File: src/rtl/lcd_leitura_crc_pkg.sv
// Shared types and constants for the HD44780 CRC line read-back block.
// Holds the FSM state encoding, LCD command/ASCII constants and the hex decoder.
package lcd_pkg;

    typedef enum logic [2:0] {
        ST_IDLE,
        ST_BF_POLL,
        ST_SET_ADDR,
        ST_READ_CHAR,
        ST_DISPATCH,
        ST_DONE
    } lcd_state_t;

    localparam logic [7:0] CMD_SET_DDRAM = 8'h80;
    localparam int         BF_BIT        = 7;

    localparam logic [7:0] ASCII_SPACE = 8'h20;
    localparam logic [7:0] ASCII_0     = 8'h30;
    localparam logic [7:0] ASCII_1     = 8'h31;
    localparam logic [7:0] ASCII_2     = 8'h32;
    localparam logic [7:0] ASCII_3     = 8'h33;
    localparam logic [7:0] ASCII_9     = 8'h39;
    localparam logic [7:0] ASCII_A     = 8'h41;
    localparam logic [7:0] ASCII_F     = 8'h46;

    localparam logic [3:0] IDX_SPACE = 4'd8;
    localparam logic [3:0] IDX_ZERO  = 4'd9;
    localparam logic [3:0] IDX_ONE   = 4'd10;
    localparam logic [3:0] IDX_LAST  = 4'd11;

    typedef struct packed {
        logic       valid;
        logic [3:0] nib;
    } hex_dec_t;

    // Uppercase hex only; anything else decodes to nibble 0 with valid=0.
    function automatic hex_dec_t hex_to_nibble(input logic [7:0] c);
        hex_dec_t r;
        r.valid = 1'b1;
        r.nib   = 4'h0;
        if (c >= ASCII_0 && c <= ASCII_9) begin
            r.nib = c[3:0];
        end else if (c >= ASCII_A && c <= ASCII_F) begin
            r.nib = c[3:0] + 4'd9;
        end else begin
            r.valid = 1'b0;
        end
        return r;
    endfunction

endpackage

File: src/rtl/lcd_leitura_crc_bus_ciclo.sv
// One HD44780 bus cycle: T_AS setup, T_PW enable pulse, T_H hold, then a one-clock ack.
// Control lines follow req so they are stable for the whole cycle; read data is
// captured on the last enable-high clock.
module lcd_bus_ciclo #(
    parameter int T_AS = 2,
    parameter int T_PW = 12,
    parameter int T_H  = 12
) (
    input  logic       clk,
    input  logic       rst_n,
    input  logic       req,
    input  logic       rs,
    input  logic       rw,
    input  logic [7:0] wdata,
    input  logic [7:0] data_in,
    output logic       ack,
    output logic [7:0] rdata,
    output logic       lcd_rs,
    output logic       lcd_rw,
    output logic       lcd_en,
    output logic [7:0] lcd_data_out,
    output logic       lcd_data_oe
);

    localparam int T_TOTAL = T_AS + T_PW + T_H;
    localparam int CNT_W   = $clog2(T_TOTAL);

    localparam logic [CNT_W-1:0] CNT_EN_ON  = CNT_W'(T_AS);
    localparam logic [CNT_W-1:0] CNT_SAMPLE = CNT_W'(T_AS + T_PW - 1);
    localparam logic [CNT_W-1:0] CNT_LAST   = CNT_W'(T_TOTAL - 1);

    logic [CNT_W-1:0] cnt_q, cnt_d;
    logic [7:0]       rdata_q, rdata_d;

    always_comb begin
        cnt_d   = cnt_q;
        rdata_d = rdata_q;
        if (!req || cnt_q == CNT_LAST) begin
            cnt_d = '0;
        end else begin
            cnt_d = cnt_q + CNT_W'(1);
        end
        if (req && rw && cnt_q == CNT_SAMPLE) begin
            rdata_d = data_in;
        end
    end

    always_ff @(posedge clk) begin
        if (!rst_n) begin
            cnt_q   <= '0;
            rdata_q <= '0;
        end else begin
            cnt_q   <= cnt_d;
            rdata_q <= rdata_d;
        end
    end

    assign ack          = req && (cnt_q == CNT_LAST);
    assign rdata        = rdata_q;
    assign lcd_rs       = req && rs;
    assign lcd_rw       = req && rw;
    assign lcd_en       = req && (cnt_q >= CNT_EN_ON) && (cnt_q <= CNT_SAMPLE);
    assign lcd_data_oe  = req && !rw;
    assign lcd_data_out = lcd_data_oe ? wdata : 8'h00;

endmodule

File: src/rtl/lcd_leitura_crc.sv
// Reads the 12-character CRC result line back from HD44780 DDRAM and decodes it.
// Optional busy-flag timeout is enabled with `define LCD_LEITURA_TIMEOUT_EN.
module lcd_leitura_crc
    import lcd_pkg::*;
#(
    parameter int         T_AS         = 2,
    parameter int         T_PW         = 12,
    parameter int         T_H          = 12,
    parameter logic [6:0] START_ADDR   = 7'h00,
    parameter int         BUSY_TIMEOUT = 1000
) (
    input  logic        Clock,
    input  logic        Reset_n,
    input  logic        start,
    input  logic [7:0]  LCD_DATA_IN,
    output logic        LCD_RS,
    output logic        LCD_RW,
    output logic        LCD_EN,
    output logic [7:0]  LCD_DATA_OUT,
    output logic        LCD_DATA_OE,
    output logic        busy,
    output logic        done,
    output logic [31:0] crc_out,
    output logic        crc_valid,
    output logic        teste_erro,
    output logic        fmt_err,
    output logic        timeout
);

    lcd_state_t  state_q, state_d;
    lcd_state_t  op_q, op_d;
    logic [3:0]  k_q, k_d;
    logic        addr_set_q, addr_set_d;
    logic [31:0] crc_q, crc_d;
    logic        crc_valid_q, crc_valid_d;
    logic        teste_erro_q, teste_erro_d;
    logic        fmt_err_q, fmt_err_d;

`ifdef LCD_LEITURA_TIMEOUT_EN
    localparam int POLL_W = $clog2(BUSY_TIMEOUT + 1);
    logic [POLL_W-1:0] poll_cnt_q, poll_cnt_d;
    logic              timeout_q, timeout_d;
`endif

    logic       bus_req;
    logic       bus_ack;
    logic [7:0] rdata;
    hex_dec_t   dec;
    logic       char_ok;

    assign bus_req = (state_q == ST_BF_POLL) || (state_q == ST_SET_ADDR) ||
                     (state_q == ST_READ_CHAR);

    lcd_bus_ciclo #(
        .T_AS (T_AS),
        .T_PW (T_PW),
        .T_H  (T_H)
    ) u_bus (
        .clk          (Clock),
        .rst_n        (Reset_n),
        .req          (bus_req),
        .rs           (state_q == ST_READ_CHAR),
        .rw           (state_q != ST_SET_ADDR),
        .wdata        (CMD_SET_DDRAM | {1'b0, START_ADDR}),
        .data_in      (LCD_DATA_IN),
        .ack          (bus_ack),
        .rdata        (rdata),
        .lcd_rs       (LCD_RS),
        .lcd_rw       (LCD_RW),
        .lcd_en       (LCD_EN),
        .lcd_data_out (LCD_DATA_OUT),
        .lcd_data_oe  (LCD_DATA_OE)
    );

    assign dec = hex_to_nibble(rdata);

    always_comb begin
        case (k_q)
            IDX_SPACE: char_ok = (rdata == ASCII_SPACE);
            IDX_ZERO:  char_ok = (rdata == ASCII_0);
            IDX_ONE:   char_ok = (rdata == ASCII_1);
            IDX_LAST:  char_ok = (rdata == ASCII_2) || (rdata == ASCII_3);
            default:   char_ok = dec.valid;
        endcase
    end

    // NOTE: every _d gets its hold value first, so no path through the case can infer a latch.
    always_comb begin
        state_d      = state_q;
        op_d         = op_q;
        k_d          = k_q;
        addr_set_d   = addr_set_q;
        crc_d        = crc_q;
        crc_valid_d  = crc_valid_q;
        teste_erro_d = teste_erro_q;
        fmt_err_d    = fmt_err_q;
`ifdef LCD_LEITURA_TIMEOUT_EN
        poll_cnt_d   = poll_cnt_q;
        timeout_d    = timeout_q;
`endif
        case (state_q)
            ST_IDLE: begin
                if (start) begin
                    crc_d        = '0;
                    crc_valid_d  = 1'b0;
                    teste_erro_d = 1'b0;
                    fmt_err_d    = 1'b0;
                    k_d          = '0;
                    addr_set_d   = 1'b0;
`ifdef LCD_LEITURA_TIMEOUT_EN
                    poll_cnt_d   = '0;
                    timeout_d    = 1'b0;
`endif
                    state_d      = ST_BF_POLL;
                end
            end
            ST_BF_POLL, ST_SET_ADDR, ST_READ_CHAR: begin
                if (bus_ack) begin
                    op_d    = state_q;
                    state_d = ST_DISPATCH;
                end
            end
            ST_DISPATCH: begin
                case (op_q)
                    ST_BF_POLL: begin
                        if (rdata[BF_BIT]) begin
`ifdef LCD_LEITURA_TIMEOUT_EN
                            if (poll_cnt_q == POLL_W'(BUSY_TIMEOUT - 1)) begin
                                timeout_d   = 1'b1;
                                crc_d       = '0;
                                crc_valid_d = 1'b0;
                                state_d     = ST_DONE;
                            end else begin
                                poll_cnt_d = poll_cnt_q + POLL_W'(1);
                                state_d    = ST_BF_POLL;
                            end
`else
                            state_d = ST_BF_POLL;
`endif
                        end else begin
`ifdef LCD_LEITURA_TIMEOUT_EN
                            poll_cnt_d = '0;
`endif
                            state_d = addr_set_q ? ST_READ_CHAR : ST_SET_ADDR;
                        end
                    end
                    ST_SET_ADDR: begin
                        addr_set_d = 1'b1;
                        state_d    = ST_BF_POLL;
                    end
                    ST_READ_CHAR: begin
                        fmt_err_d = fmt_err_q | ~char_ok;
                        if (!k_q[3]) begin
                            crc_d[{k_q[2:0], 2'b00} +: 4] = dec.nib;
                        end
                        if (k_q == IDX_LAST) begin
                            teste_erro_d = (rdata == ASCII_3);
                            crc_valid_d  = char_ok & ~fmt_err_q;
                            state_d      = ST_DONE;
                        end else begin
                            k_d     = k_q + 4'd1;
                            state_d = ST_BF_POLL;
                        end
                    end
                    default: state_d = ST_IDLE;
                endcase
            end
            ST_DONE: state_d = ST_IDLE;
            default: state_d = ST_IDLE;
        endcase
    end

    // NOTE: reset is synchronous; Reset_n is only looked at on the clock edge.
    always_ff @(posedge Clock) begin
        if (!Reset_n) begin
            state_q      <= ST_IDLE;
            op_q         <= ST_IDLE;
            k_q          <= '0;
            addr_set_q   <= 1'b0;
            crc_q        <= '0;
            crc_valid_q  <= 1'b0;
            teste_erro_q <= 1'b0;
            fmt_err_q    <= 1'b0;
`ifdef LCD_LEITURA_TIMEOUT_EN
            poll_cnt_q   <= '0;
            timeout_q    <= 1'b0;
`endif
        end else begin
            state_q      <= state_d;
            op_q         <= op_d;
            k_q          <= k_d;
            addr_set_q   <= addr_set_d;
            crc_q        <= crc_d;
            crc_valid_q  <= crc_valid_d;
            teste_erro_q <= teste_erro_d;
            fmt_err_q    <= fmt_err_d;
`ifdef LCD_LEITURA_TIMEOUT_EN
            poll_cnt_q   <= poll_cnt_d;
            timeout_q    <= timeout_d;
`endif
        end
    end

    assign busy       = (state_q != ST_IDLE) && (state_q != ST_DONE);
    assign done       = (state_q == ST_DONE);
    assign crc_out    = crc_q;
    assign crc_valid  = crc_valid_q;
    assign teste_erro = teste_erro_q;
    assign fmt_err    = fmt_err_q;
`ifdef LCD_LEITURA_TIMEOUT_EN
    assign timeout    = timeout_q;
`else
    assign timeout    = 1'b0;
`endif

endmodule

File: config.mk
export PLATFORM = sky130hd
export DESIGN_NAME = lcd_leitura_crc
export DESIGN_NICKNAME = d
export VERILOG_FILES = /design/src/rtl/lcd_leitura_crc_pkg.sv /design/src/rtl/lcd_leitura_crc_bus_ciclo.sv /design/src/rtl/lcd_leitura_crc.sv
export SDC_FILE = /design/constraint.sdc
export NUM_CORES = 1
export LEC_CHECK = 0
export ABC_AREA = 1
export ABC_CLOCK_PERIOD_IN_PS = 5500
export CAP_MARGIN = 15
export CORE_MARGIN = 2
export CORE_UTILIZATION = 55
export DETAILED_ROUTE_END_ITERATION = 16
export PLACE_DENSITY = 0.85
export RECOVER_POWER = 25
export SLEW_MARGIN = 20
export SYNTH_ARGS = -nofsm -noshare
export SYNTH_HDL_FRONTEND = slang
export SYNTH_SLANG_ARGS = --single-unit
File: constraint.sdc
create_clock -name Clock -period 5.5 [get_ports Clock]
set_input_delay 1.1 -clock Clock [delete_from_list [all_inputs] [get_ports Clock]]
set_output_delay 1.1 -clock Clock [all_outputs]
set_load 0.01 [all_outputs]
; ---- Word-level counts from Yosys, hierarchy flattened
; Index checks and enable logic that the tools add are counted.
[word_totals]
register_bits = 59
in_bits = 11
output_inout_bits = 50
wordCells = 116
[classes]
add_sub_neg = 4
magnitude_cmp = 6
eq_ne = 28
n_shift = 2
mux = 33
bitwise = 5
reduce_logical = 28
[op_table]
columns = cell, count
row1 = 32-bit 2-to-1 mux, 3
row2 = 32-bit case mux with 2 select lines, 1
row3 = 8-bit by 6-bit equality test with 1-bit output (second input constant), 5
row4 = 32-bit bitwise mux, 1
row5 = 4-bit by 7-bit variable shift with 32-bit output (first input constant), 1
row6 = 4-bit by 7-bit variable part select with 32-bit output, 1
row7 = 4-bit 2-to-1 mux, 5
row8 = 3-bit case mux with 3 select lines, 2
row9 = 4-bit equality test (second input constant), 4
row10 = 3-bit by 2-bit equality test with 1-bit output (second input constant), 4
row11 = 2-bit inequality test (second input constant), 6
row12 = 4-bit AND reduction, 3
row13 = 1-bit logical AND, 10
row14 = 1-bit 2-to-1 mux, 10
row15 = 3-bit 2-to-1 mux, 3
row16 = 8-bit by 6-bit greater-or-equal comparator with 1-bit output (second input constant), 1
row17 = 8-bit by 7-bit greater-or-equal comparator with 1-bit output (second input constant), 1
row18 = 8-bit by 6-bit <= comparator with 1-bit output (second input constant), 1
row19 = 8-bit by 7-bit <= comparator with 1-bit output (second input constant), 1
row20 = 8-bit 2-to-1 mux, 1
row21 = 1-bit case mux with 2 select lines, 4
row22 = 4-bit case mux with 2 select lines, 1
row23 = 5-bit negator with 7-bit output, 1
row24 = 3-bit by 1-bit equality test with 1-bit output (second input constant), 2
row25 = 25 further kinds, 34

; ---- Logic depth before layout (Yosys ltp)
[depth]
depth_word = 9
depth_mapped = 11
ltp_nobuf = 11

; ---- Hierarchy
; Synthesis repeated with hierarchy kept, for this count alone.
[hier_totals]
hier_cells = 472
area_unflattened_um2 = 3179.3
[modules_own_cells]
columns = module, n_inst, cells_per_inst, area_per_inst_um2
row1 = lcd_leitura_crc, 1, 363, 2448.6
row2 = lcd_bus_ciclo, 1, 109, 730.7

; ---- Least setup slack after synthesis
; Ideal clock, no wire load.
[synth_path]
path_type = flip-flop to output port
startpoint = register state_q[0]
endpoint = output port LCD_EN
t_arrival_ns = 1.142
t_required_ns = 4.400
setup_slack_ns = 3.258
stages_incl_launch_ff = 5
n_path_buf = 0
path_cell_list = dfxtp_1 nor2_4 nor2_1 inv_1 nor4_1
[synth_between]
elab_chain_len = 5
elab_cells_between_ends = 7
[synth_rtl]
columns = item, line_no
row1 = start: declaration, lcd_leitura_crc.sv:30  ; lcd_state_t state_q, state_d;
row2 = start signal: assignment, lcd_leitura_crc.sv:189  ; state_q <= state_d;
row3 = 3-bit by 1-bit equality test with 1-bit output / 3-bit by 2-bit equality test with 1-bit output (equally long branches), lcd_leitura_crc.sv:51  ; assign bus_req = (state_q == ST_BF_POLL) || (state_q == ST_SET_ADDR) ||
row4 = 1-bit logical OR, lcd_leitura_crc.sv:51
row5 = 1-bit logical OR *, lcd_leitura_crc.sv:51
row6 = 1-bit logical AND * (2 in series), lcd_leitura_crc_bus_ciclo.sv:62  ; assign lcd_en = req && (cnt_q >= CNT_EN_ON) && (cnt_q <= CNT_SAMPLE);
row7 = end: declaration, lcd_leitura_crc.sv:18  ; output logic LCD_EN,
; Mark *: on every way between the ends. The rest lies on a longest branch, timed or not.

; ---- Final worst setup path
; Ends and elaborated chain as after synthesis.

==> metrics.cfg <==
[sta]
finalSetupViolCount=0
rsz0062_at_grt=no
worst_pin_slew_ns=0.695
fin_crit_ns=3.15
slew_headroom_pct=53.6
finClkSkew_ns=0.00378
final.period_utilization_pct=57.4
hold_viol_final=0
tns_ns=0
fmax_mhz=317
slew_violations=0

[global_route]
globalRouteOverflowTotal=0
grt_max_degree=42
grt_antenna_before_repair=0
grt_pass1_wl_um=12200
track_usage_pct=24.7
grt_pass1_vias=2734

[clocking]
cts-root-buf=clkbuf_8
post_cts_resized=0
clk_path_buf_depth=2
htree_levels=3
clkTransAtPathRegs_ns=0.07
cts_tree=built
cts-hold-fix-buffers=0
insertion_delay_ns=0.34
cts_made_buffers=9
cts_setup_buffers=0
clock_sink_count=59

[floorplan]
die_area_um2=6120
fp.dieW_um=78.2
die_y_um=78.2
initial_core_util_pct=56.0
num_io_pins=61
rows=27
core_um2=5410

[routing]
top_layer=met4
routed_via_density=5.32
drc=0
met2_length_um=3240
drtIter0Drc=206
drt-met1-wl_um=3110
vias=2919
met3_length_um=402
ant_nets=0
dr.pass1.iters=5
wl_um=6910
post_drt_wl_per_cell_um=12.6

[run]
cap_violations=0

[final_layout]
final_cells=549
nets=495
layout_commonest_cell=nand2_1
layout-drive-gt1-share_pct=8.39
area_growth_pct=25.2
final_cell_mix=nand2_1 (99), dfxtp_1 (59), a21oi_1 (48), clkdlybuf4s50_1 (44), nand3_1 (43)
antennaDiodeCount=0

[worst_setup_path]
worstSetupPathType=register to output port
cp-end-kind=output port
crit_fanout=4
worstPathArrival_ns=2.05
required_ns=4.40
startpoint_type=register

[synthesis]
yosys_warnings=0
ys_ff_latch=59
synthMuxAreaShare_pct=0
synth-simple-area-share_pct=31.5
synth_xor_area_share_pct=1.45
syn_avg_cell_area_um2=7.20
yosysUniqueCellTypes=31
synthAdderAreaFrac_pct=4.96
synth_edf_count=0
synth_cells=421
synth_top_family_by_area=simple AND/OR/NAND/NOR gates
synth_area_um2=3030
synthArstFlopShare_pct=0
dominantRegCellSynth=dfxtp_1
synth_compound_gate_area_share_pct=13.5
synth.yosys.seq_area_share_pct=39.0

[placement]
portBuffers=52
gp_congestion=0.880
hpwl_um=5000
dp.cells=533

[power]
p_per_area_nw_per_um2=266
power.leakage_nw=1.50
ir_worst_vdd_mv=0.201

[outcome]
status=finished clean

[worst_hold_path]
hold_class=register to register

synthesized netlist by cell type (4+ instances only):
| master | n | area [µm²] |
|---|---|---|
| ha_1 | 12 | 150 |
| o21ai_0 | 19 | 95.1 |
| inv_1 | 41 | 154 |
| nor3_2 | 4 | 40.0 |
| nor3_1 | 9 | 45.0 |
| o21ai_2 | 5 | 43.8 |
| nand3_1 | 43 | 215 |
| nand2_1 | 99 | 372 |
| a21oi_1 | 48 | 240 |
| clkbuf_1 | 7 | 26.3 |
| buf_4 | 10 | 75.1 |
| nor2_1 | 30 | 113 |
| dfxtp_1 | 59 | 1180 |
worst paths after layout:
check                           from                 endpoint  slack (ns)  depth (start not counted)
min reg2reg  crc_out[9]$_SDFFE_PN0P_  crc_out[9]$_SDFFE_PN0P_        0.46                          2
max          state_q[0]$_SDFFE_PN0P_                   LCD_EN        2.35                          5
max reg2reg      k_q[0]$_SDFFE_PN0P_  crc_out[6]$_SDFFE_PN0P_        3.27                          8
min          crc_out[9]$_SDFFE_PN0P_  crc_out[9]$_SDFFE_PN0P_        0.46                          2
flip-flops by register name, indices dropped and copies added (netlist names), 3 cells and up:
| register | count |
|---|---|
| crc_out | 32 |
| u_bus.rdata | 8 |
| u_bus.cnt_q | 5 |
| k_q | 4 |
| op_q | 3 |
| state_q | 3 |
layout make-up:
class                           instances  area (µm²)
Inverter                               46         178
Multi-Input combinational cell        304        1580
Clock inverter                          4        97.6
Clock buffer                           12         145
Fill cell                             444        1610
Timing Repair Buffer                   52         520
Sequential cell                        59        1180
Tap cell                               72        90.1
routing by layer:
metal	global-route usage, %	vias up
li1	-	1464
met1	31.6	1326
met2	39.7	112
met3	4.37	17
met4	13.3	0
met5	0	-
critical path, cell delays in order (launching register included):
cell	delay (ns)
dfxtp_1	0.42
nor2_4	0.09
nor2_1	0.22
inv_1	0.10
nor4_1	0.29
clkdlybuf4s50_1	0.59
cells by family (layout without fill, tap and decap cells):
kind of cell / Yosys count / in the layout
AO/OA/AOI/OAI: 76 / 76
XOR/XNOR: 5 / 5
adder cells (fa/ha/maj): 12 / 12
buffers and inverters: 65 / 114
flip-flops: 59 / 59
other: 1 / 8
AND/OR/NAND/NOR: 203 / 203
through the flow:
stage | instance area [µm²] | total power, mW | setup slack [ns] | util [%] | hold slack, ns
global placement | 3550 | 0.530 | 2.49 | 65.8 | 0.449
finish | 3790 | 1.01 | 2.35 | 70.2 | 0.459
detailed placement | 3550 | 0.532 | 2.74 | 65.8 | 0.452
global route | 3790 | 1.05 | 2.22 | 70.2 | 0.471
floorplan | 3060 | 0.509 | 3.26 | - | 0.435
CTS | 3800 | 1.01 | 2.34 | 70.3 | 0.462
report_power, final:
part | switching (mW) | internal, mW | total (mW) | leakage, nW
registers | 0.00543 | 0.430 | 0.436 | 0.475
logic | 0.0578 | 0.0289 | 0.0868 | 0.912
clock network | 0.174 | 0.314 | 0.487 | 0.117
Note: power is estimated with default switching activity, not from simulation.
